## config.mk

```make
export PLATFORM = sky130hd
export DESIGN_NAME = instruction_fetch_unit
export DESIGN_NICKNAME = d
export VERILOG_FILES = /design/src/rtl/instruction_fetch_unit.sv
export SDC_FILE = /design/constraint.sdc
export NUM_CORES = 1
export LEC_CHECK = 0
export ABC_AREA = 1
export ABC_CLOCK_PERIOD_IN_PS = 5600
export CELL_PAD_IN_SITES_DETAIL_PLACEMENT = 2
export CELL_PAD_IN_SITES_GLOBAL_PLACEMENT = 2
export CORE_ASPECT_RATIO = 2
export CORE_MARGIN = 5
export CORE_UTILIZATION = 46
export DETAILED_ROUTE_END_ITERATION = 10
export DONT_BUFFER_PORTS = 1
export GPL_ROUTABILITY_DRIVEN = 0
export GPL_TIMING_DRIVEN = 0
export MAX_ROUTING_LAYER = met4
export PLACE_DENSITY_LB_ADDON = 0.1
export SLEW_MARGIN = 20
export SYNTH_ARGS = -nofsm -noshare
export SYNTH_HDL_FRONTEND = slang
export SYNTH_SLANG_ARGS = --single-unit
```

## constraint.sdc

```tcl
create_clock -name clk -period 5.6 [get_ports clk]
set_input_delay 0.84 -clock clk [delete_from_list [all_inputs] [get_ports clk]]
set_output_delay 0.84 -clock clk [all_outputs]
set_load 0.02 [all_outputs]
```

## src/rtl/instruction_fetch_unit.sv

```systemverilog
// instruction_fetch_unit
// Owns the fetch PC, reads the combinational instruction memory, and buffers
// {pc, instruction} pairs in a small prefetch FIFO that decode drains over a
// valid/ready handshake. A redirect flushes the FIFO and reloads the PC.
module instruction_fetch_unit #(
    parameter int          ADDR_BITS  = 8,
    parameter int          WORD_BITS  = 32,
    parameter int unsigned RESET_PC   = 0,
    parameter int          FIFO_DEPTH = 4
) (
    input  logic                 clk,
    input  logic                 rst_n,
    input  logic                 fetch_en,
    output logic [ADDR_BITS-1:0] imem_address,
    input  logic [WORD_BITS-1:0] imem_rd_data,
    input  logic                 redirect_valid,
    input  logic [ADDR_BITS-1:0] redirect_pc,
    output logic                 out_valid,
    input  logic                 out_ready,
    output logic [WORD_BITS-1:0] out_instr,
    output logic [ADDR_BITS-1:0] out_pc
);

    localparam int BYTES_PER_WORD = WORD_BITS / 8;
    localparam int PTR_W          = $clog2(FIFO_DEPTH);
    localparam int CNT_W          = PTR_W + 1;

    // Byte step between sequential fetches and the mask that clears the
    // sub-word address bits so every fetch stays word-aligned.
    localparam logic [ADDR_BITS-1:0] PC_STEP    = ADDR_BITS'(BYTES_PER_WORD);
    localparam logic [ADDR_BITS-1:0] ALIGN_MASK = ~ADDR_BITS'(BYTES_PER_WORD - 1);
    localparam logic [ADDR_BITS-1:0] RESET_ADDR = ADDR_BITS'(RESET_PC) & ALIGN_MASK;
    localparam logic [CNT_W-1:0]     FULL_COUNT = CNT_W'(FIFO_DEPTH);

    logic [ADDR_BITS-1:0] fetch_pc;
    logic [PTR_W-1:0]     rd_ptr;
    logic [PTR_W-1:0]     wr_ptr;
    logic [CNT_W-1:0]     count;

    // Storage is deliberately left out of reset; outputs are masked while
    // the FIFO is empty so stale contents never leak out.
    logic [ADDR_BITS-1:0] pc_mem    [FIFO_DEPTH];
    logic [WORD_BITS-1:0] instr_mem [FIFO_DEPTH];

    logic pop;
    logic push;

    // The address comes straight from a register, so there is no
    // combinational path from any input to the memory address.
    assign imem_address = fetch_pc;

    assign out_valid = (count != '0);
    assign pop       = out_valid & out_ready;

    // A full FIFO can still accept a word when the head leaves in the same
    // cycle, which is what keeps throughput at one instruction per cycle.
    assign push = fetch_en & ~redirect_valid & ((count < FULL_COUNT) | pop);

    assign out_instr = out_valid ? instr_mem[rd_ptr] : '0;
    assign out_pc    = out_valid ? pc_mem[rd_ptr]    : '0;

    // Capture the returned word together with the address it came from.
    always_ff @(posedge clk) begin
        if (push) begin
            pc_mem[wr_ptr]    <= fetch_pc;
            instr_mem[wr_ptr] <= imem_rd_data;
        end
    end

    // Fetch PC: redirect wins, otherwise advance one word per push, else hold.
    always_ff @(posedge clk or negedge rst_n) begin
        if (!rst_n) begin
            fetch_pc <= RESET_ADDR;
        end else if (redirect_valid) begin
            fetch_pc <= redirect_pc & ALIGN_MASK;
        end else if (push) begin
            fetch_pc <= fetch_pc + PC_STEP;
        end
    end

    // FIFO bookkeeping: a redirect flushes everything, otherwise pointers
    // advance on push/pop and the occupancy tracks the net change.
    always_ff @(posedge clk or negedge rst_n) begin
        if (!rst_n) begin
            rd_ptr <= '0;
            wr_ptr <= '0;
            count  <= '0;
        end else if (redirect_valid) begin
            rd_ptr <= '0;
            wr_ptr <= '0;
            count  <= '0;
        end else begin
            if (push) begin
                wr_ptr <= wr_ptr + PTR_W'(1);
            end
            if (pop) begin
                rd_ptr <= rd_ptr + PTR_W'(1);
            end
            if (push && !pop) begin
                count <= count + CNT_W'(1);
            end else if (pop && !push) begin
                count <= count - CNT_W'(1);
            end
        end
    end

endmodule
```

# Yosys cells after proc, flatten, opt, wreduce, memory -nomap -nowiden
# Memories as Yosys holds them, arrays and structs flattened.
# Index checks and enable logic that the tools add are counted.
# word_totals
register_bits,15
ram_bits,160
mem_count,2
input_bits,45
output_inout_bits,49
word_cells,38
# memory_table
name,depth,word_bits,read_ports,rd_ports_with_merged_regs,write_ports,line,text
instr_mem,4,32,1,0,1,43,logic [WORD_BITS-1:0] instr_mem [FIFO_DEPTH];
pc_mem,4,8,1,0,1,42,logic [ADDR_BITS-1:0] pc_mem [FIFO_DEPTH];
# op_classes
addsub,5
muxes,13
n_lt_le_gt_ge,1
bitwise,5
reduce_logical,8
# op_table
operator,n
32-bit 2-to-1 mux,1
8-bit 2-to-1 mux,3
3-bit 2-to-1 mux,3
"8-bit by 3-bit adder with 8-bit output, second input constant",1
2-bit 2-to-1 mux,4
3-bit nonzero test,2
"2-bit by 1-bit adder with 2-bit output, second input constant",2
2-bit nonzero test,2
"3-bit by 1-bit adder with 3-bit output, second input constant",1
1-bit AND,3
"3-bit < comparator, second input constant",1
"3-bit by 1-bit subtractor with 3-bit output, second input constant",1
1-bit logical AND,2
1-bit logical NOT,2
1-bit 2-to-1 mux,2
1-bit inverter,1
1-bit bitwise OR,1

# Longest topological paths before layout
# Gate-level depths: netlist (run 1).
# depth
ltp_word,9
ltp_mapped,11
depth_no_buf,10

# Least setup slack after synthesis (run 1)
# Ideal clock, no wire load.
# synth_path
path_kind,input to register
from,input port redirect_valid
to,memory instr_mem[0][0] (enable)
path_slack_ns,2.375
stages,4
path_buffers,1
required_ns,5.167
t_arrival_ns,2.792
setup_ns,0.433
cell_sequence,buf_6 -> clkinv_8 -> nand3_4 -> nor2_1
# synth_between
elab_chain_cells,5
# synth_lines
element,line,text
"start, declared",16,"input logic redirect_valid,"
1-bit inverter,57,assign push = fetch_en & ~redirect_valid & ((count < FULL_COUNT) | pop);
1-bit AND (2 in a row),57,
1-bit 2-to-1 mux,64,if (push) begin
1-bit 2-to-1 mux (implied by the code),66,instr_mem[wr_ptr] <= imem_rd_data;
"end, declared",43,
# Every way passes these cells.

# Worst setup path after layout (run 1)
# layout_path
from,register rd_ptr[0]
to,output port out_instr[24]
# layout_between
elab_chain_cells,2
# layout_lines
element,line,text
"start, declared",36,logic [PTR_W-1:0] rd_ptr;
"start signal, assigned",97,rd_ptr <= rd_ptr + PTR_W'(1);
memory 4 x 32 bit,--,
32-bit 2-to-1 mux,59,assign out_instr = out_valid ? instr_mem[rd_ptr] : '0;
"end, declared",20,"output logic [WORD_BITS-1:0] out_instr,"
# Every way passes these cells.

==> results by group, run 1 <==
Critical path
  – WS Path Type: register to output port
  – Reg2Reg Setup Slack: 3.65 ns
  – CP arrival: 2.18 ns
  – Reg-to-reg startpoint: wr_ptr[0]
  – Critical Path Start Type: register
  – CP endpoint kind: output port
  – Critical Path End: out_instr[24]
  – Worst r2r path cells: 5
  – R2r endpoint: instr_mem[2][4]
  – Worst Path Max Fanout: 10
  – Critical Path Start: rd_ptr[0]
  – Worst Path Required: 4.76 ns

Die
  – Die Ht: 182.1 um
  – Num rows: 63
  – Core area: 14660 um2
  – I/O pin count: 94
  – DIE WIDTH: 96.07 um
  – Starting density of the core: 46.48%
  – Total die area: 17500 um2

Power and ir drop
  – Leak Pwr: 2.722 nW
  – Power per Cell Area: 491.7 nW/um2
  – Maximum vdd drop: 254.6 uV
  – Power Total: 0.003818 W

Logic synthesis
  – Mapped Area: 6815 um2
  – Mapped Avg Cell Area: 12.26 um2
  – Area contributors post-synth: edfxtp_1, nor2_1, dfrtp_1
  – FF+latch count, synth: 165
  – Post-synth cell types: 36
  – Area fraction of the dominant cell type after synthesis: 66.97%
  – Synthesized instance count: 556
  – Register area share after synthesis: 71.75%
  – Cell taking the most area after synthesis: edfxtp_1
  – Synth warn: 0

Global routing
  – First-pass GRT wire length: 28.48 mm
  – Initial antenna violation count: 0
  – GRT Total Usage: 22.86%
  – Largest net degree at the start of global routing: 22
  – Gr ovfl total: 0
  – Vias in the first global route: 4962

Timing
  – Final Critical Period: 3.021 ns
  – Clock skew: 0.01107 ns
  – Final worst-path cycle share: 53.95%
  – Final Slew Violations: 0
  – Fin. Hold Viols: 0
  – Final setup violation count: 0
  – Worst Tran Pin Value: 0.6845 ns
  – Rel. slew slack: 54.26%
  – Fmax: 331.0 MHz
  – Fin Setup TNS: 0 ns
  – RSZ-0062 raised after global routing: no

Route
  – First drt pass iteration count: 4
  – Final antenna-violating net count: 0
  – Vias per inst: 5.430
  – Drt total wl: 18.18 mm
  – Remaining DRCs: 0
  – Via count: 4290
  – WL/cell: 23.01 um
  – DR iter-0 viols: 273

Clock tree
  – Worst skew pair latency: 0.42 ns
  – Cts hold-fix bufs: 0
  – CTS tree: yes
  – TritonCTS buffer count: 17
  – Clock Sinks: 165
  – Clock transition at path regs: 0.07 ns
  – CTS Root Cell: clkbuf_16
  – Post-CTS sizing: 0
  – Clock tree buffer depth: 2
  – Setup bufs post-CTS: 0
  – H-tree Lvls: 4

Finish
  – Most common cell after layout, fill and taps aside: nor2_1
  – Final non-filler cell total: 790
  – Ant diodes: 0
  – Ratio of cells with drive above 1 in the final layout: 13.95%
  – Commonest cells after routing, fill and taps aside: nor2_1, edfxtp_1, o21ai_0, a21oi_1, nand2_1
  – Nets: 634
  – Synthesis-to-finish area growth: 13.92%

Run status
  – Status: finished, final reports clean

Placement
  – Hpwl dp: 12.29 mm
  – Number of cells after detailed placement: 759
  – Number of buffers added on ports: 0

Min path
  – Min-delay worst type: input port to asynchronous set/reset pin

Run
  – Max-cap violations: 0
synthesized netlist by cell type:
master / n
nor2_1: 160
nand2_4: 4
clkinv_8: 1
xnor2_1: 1
nor2_2: 1
nand2_2: 3
nand3_1: 4
nand3_4: 1
inv_2: 3
edfxtp_1: 152
nand2_1: 22
a21oi_1: 40
clkbuf_2: 2
buf_2: 9
inv_4: 1
o21ai_2: 2
o21bai_1: 1
buf_6: 9
conb_1: 1
clkbuf_1: 7
nor3_1: 1
fa_1: 1
buf_1: 2
o211ai_1: 3
o221ai_1: 2
o21ai_0: 65
o21bai_2: 1
inv_1: 15
nand3_2: 1
xor2_1: 2
buf_4: 5
ha_1: 5
a31oi_1: 1
o21ai_1: 14
dfrtp_1: 13
nor2_4: 1
registers in the layout, indices dropped and copies added, names as in the netlist:
signal        count
instr_mem       128
rd_ptr            2
wr_ptr            2
pc_mem           24
imem_address      6
count             3
how the worst min path moves through the flow:
stage | from | to | cells after the start
after CTS | rst_n | imem_address[2] | 0
after detailed placement | count[0] | count[0] | 1
after floorplan | count[0] | count[0] | 1
after global placement | count[1] | count[1] | 2
after global routing | rst_n | imem_address[4] | 0
final | rst_n | imem_address[2] | 0
worst max-delay path: stages (launching register included):
cell      delay (ns)
dfrtp_1         0.36
buf_4           0.17
inv_4           0.08
clkbuf_1        0.37
o21ai_0         0.25
a21oi_1         0.52
report_power, final:
group	leakage, nW	switching, W	internal [W]
logic	0.922	0.000935	0.000298
clock network	0.255	0.000503	0.000579
registers	1.54	0.0000626	0.00144
routing by layer:
metal  vias up  GRT usage [%]  wire, um
li1       1997              -         -
met1      2191          25.34      6886
met2        87          40.02     10160
met3        15          6.353       930
met4         0          5.245       208
met5         -              -         0
area by class of cell:
class                   count  area [um2]
plain buffers              34       227.7
flip-flops and latches    165        4890
fillers                  1456        6898
repair buffers              5       115.1
inverters                  20       90.09
well taps                 195       244.0
clock buffers              18       429.2
clock inverters            13       118.9
multi-input cells         340        1649
kinds of logic (layout without fill, tap and decap cells):
| logic type | Yosys count | count (layout) | synth area share (%) |
|---|---|---|---|
| compound gates | 129 | 129 | 9.951 |
| other cells | 1 | 4 | 0.05502 |
| fa+ha+maj | 6 | 6 | 1.212 |
| simple gates | 198 | 198 | 11.99 |
| buf+inv | 54 | 90 | 4.663 |
| xor+xnor | 3 | 3 | 0.3856 |
| flops | 165 | 165 | 71.75 |
stage by stage:
step | util, % | hold slack [ns] | cell area, um2 | setup WS, ns
6_report | 52.95 | 0.1062 | 7764 | 2.579
4_1_cts | 52.95 | 0.09685 | 7764 | 2.482
5_1_grt | 52.95 | 0.07972 | 7764 | 2.396
2_1_floorplan | - | 0.4752 | 6827 | 2.375
3_5_place_dp | 49.21 | 0.5056 | 7216 | 3.013
3_3_place_gp | 48.23 | 0.4981 | 7071 | 0.8850
(Power assumes the default switching activity.)
==> run 2: changes to the inputs <==
--- a/config.mk
+++ b/config.mk
@@ -6,12 +6,12 @@
 export NUM_CORES = 1
 export LEC_CHECK = 0
 export ABC_AREA = 1
-export ABC_CLOCK_PERIOD_IN_PS = 5600
+export ABC_CLOCK_PERIOD_IN_PS = 3100
 export CELL_PAD_IN_SITES_DETAIL_PLACEMENT = 2
 export CELL_PAD_IN_SITES_GLOBAL_PLACEMENT = 2
 export CORE_ASPECT_RATIO = 2
 export CORE_MARGIN = 5
-export CORE_UTILIZATION = 46
+export CORE_UTILIZATION = 42
 export DETAILED_ROUTE_END_ITERATION = 10
 export DONT_BUFFER_PORTS = 1
 export GPL_ROUTABILITY_DRIVEN = 0
==> constraint.sdc (replaced) <==
create_clock -name clk -period 3.1 [get_ports clk]
set_input_delay 0.465 -clock clk [delete_from_list [all_inputs] [get_ports clk]]
set_output_delay 0.465 -clock clk [all_outputs]
set_load 0.02 [all_outputs]
==> results by group, run 2 (synthesized netlist as in run 1, its figures left out) <==
Run status
  – Status: finished, final reports clean

Clock tree
  – Clock transition at path regs: 0.07 ns
  – Post-CTS sizing: 0
  – TritonCTS buffer count: 17
  – CTS Root Cell: clkbuf_16
  – CTS tree: yes
  – Clock Sinks: 165
  – H-tree Lvls: 4
  – Worst skew pair latency: 0.43 ns
  – Clock tree buffer depth: 2

Min path
  – Min-delay worst type: input port to register

Global routing
  – Largest net degree at the start of global routing: 22
  – Grt met2 use: 36.59%
  – Vias in the first global route: 4885
  – Initial antenna violation count: 0
  – M1 GR Usage: 20.49%
  – Routing usage on met3: 6.495%
  – GRT Max-Usage Layer: met2
  – Gr ovfl total: 0
  – First-pass GRT wire length: 27.60 mm
  – GRT Total Usage: 20.16%

Timing
  – Final setup violation count: 0
  – Final Slew Violations: 0
  – Clock skew: 0.01151 ns
  – RSZ-0062 raised after global routing: no
  – Worst Tran Pin Value: 0.7303 ns
  – Fin. Hold Viols: 0
  – Final worst-path cycle share: 85.17%
  – Fmax: 378.7 MHz
  – Final Critical Period: 2.640 ns
  – Rel. slew slack: 51.20%

Route
  – DR iter-0 viols: 163
  – Vias per inst: 5.323
  – Remaining DRCs: 0
  – Via count: 4264
  – WL/cell: 21.81 um
  – Final antenna-violating net count: 0
  – Drt total wl: 17.47 mm
  – First drt pass iteration count: 4

Power and ir drop
  – Switch Pwr: 0.002683 W
  – Sw frac: 37.29%
  – Comb pwr share: 30.9%
  – Flop pwr share: 37.7%
  – Leak Pwr: 2.780 nW
  – Pint: 0.004511 W
  – Clock Power Share: 31.5%
  – Power Total: 0.007194 W
  – Maximum vdd drop: 552.5 uV
  – Power per Cell Area: 913.2 nW/um2

Finish
  – Most common cell after layout, fill and taps aside: nor2_1
  – Most flop-heavy register: instr_mem
  – Ant diodes: 0
  – # fillers: 1573
  – Synthesis-to-finish area growth: 15.59%
  – Max reg flops: 128
  – Ratio of cells with drive above 1 in the final layout: 14.24%
  – Nets: 635
  – Core Util, Final: 48.92%
  – Commonest cells after routing, fill and taps aside: nor2_1, edfxtp_1, o21ai_0, a21oi_1, nand2_1

Critical path
  – Worst Path Max Fanout: 10
  – WS Path Type: register to output port
  – Critical Path Start Type: register
  – Worst Path Required: 2.63 ns
  – CP endpoint kind: output port
  – Slowest cell on the critical path: a21oi_1
  – Slowest stage delay, CP: 0.53 ns
  – CP arrival: 2.18 ns
  – Critical-path cell list: buf_4 -> inv_4 -> clkbuf_1 -> o21ai_0 -> a21oi_1

Placement
  – Hpwl dp: 11.72 mm
  – Number of buffers added on ports: 0

Die
  – DIE WIDTH: 100.1 um
  – Total die area: 19030 um2
  – I/O pin count: 94
  – Die Ht: 190.2 um
  – Core area: 16100 um2
  – Num rows: 66
  – Starting density of the core: 42.32%

Run
  – Max-cap violations: 0
==> run 2: cell count changes in the layout (fill, tap and decap cells not counted) <==
cell           delta
clkbuf_1          -1
inv_8             +1
bufinv_16         +4
dlygate4sd3_1     +1
clkinv_8          -1
clkinvlp_4        -2
inv_6             +1
clkinv_4          -2
clkinv_2          +1
==> run 2: timing repair <==
| item | in CTS | in global routing |
|---|---|---|
| buffers inserted | 0 | 0 |
| hold endpoints to repair | 13 | 0 |
| hold buffers | 1 | 0 |
==> run 2: path summary, 6_finish.rpt <==
kind,start,to,slack (ns),depth (start not counted)
max in group asynchronous,rst_n,imem_address[2],2.15,1
max,rd_ptr[0],out_instr[13],0.46,5
min in group asynchronous,rst_n,count[2],0.50,1
min,imem_rd_data[2],instr_mem[2][2],0.12,0
min reg2reg,count[0],count[0],0.51,1
max reg2reg,count[2],instr_mem[3][22],1.17,4
==> run 2: layout make-up <==
class | instances | area (um2) | area share, %
Sequential cell | 165 | 4890 | 62.07
Timing Repair Buffer | 6 | 125.1 | 1.588
Clock buffer | 17 | 425.4 | 5.400
Tap cell | 204 | 255.2 | 3.240
Inverter | 20 | 90.09 | 1.144
Clock inverter | 15 | 215.2 | 2.732
Multi-Input combinational cell | 340 | 1649 | 20.93
Buffer | 34 | 227.7 | 2.891
==> run 2: critical path: cells and delay by family (launching register included) <==
family                 cells  cell delay (ns)
AOI/OAI and AO/OA          2             0.74
buffers and inverters      3             0.63
DFF                        1             0.36
==> run 2: stage by stage <==
stage	setup WS [ns]	instances	hold WS [ns]	TNS [ns]	area [um2]
after floorplan	0.2496	559	0.1694	0	6827
after global placement	-1.306	763	0.1698	-190.16	7082
after detailed placement	0.8771	768	0.1698	0	7227
after CTS	0.3834	801	0.1038	0	7878
after global routing	0.2913	801	0.09742	0	7878
final	0.4597	801	0.1217	0	7878
==> run 2: per-layer routing <==
layer | wire, um | part of all wire, %
met5 | 0 | 0
met4 | 230 | 1.3
met3 | 935 | 5.4
met2 | 9902 | 57
met1 | 6405 | 37
==> run 2: power groups by stage <==
stage / logic [W] / registers, W / clock network (W)
6_report: 0.00222 / 0.00271 / 0.00226
5_1_grt: 0.00244 / 0.00273 / 0.00244
4_1_cts: 0.00229 / 0.00271 / 0.00231
3_5_place_dp: 0.00227 / 0.00276 / 0
3_3_place_gp: 0.00217 / 0.00276 / 0
2_1_floorplan: 0.00163 / 0.00273 / 0
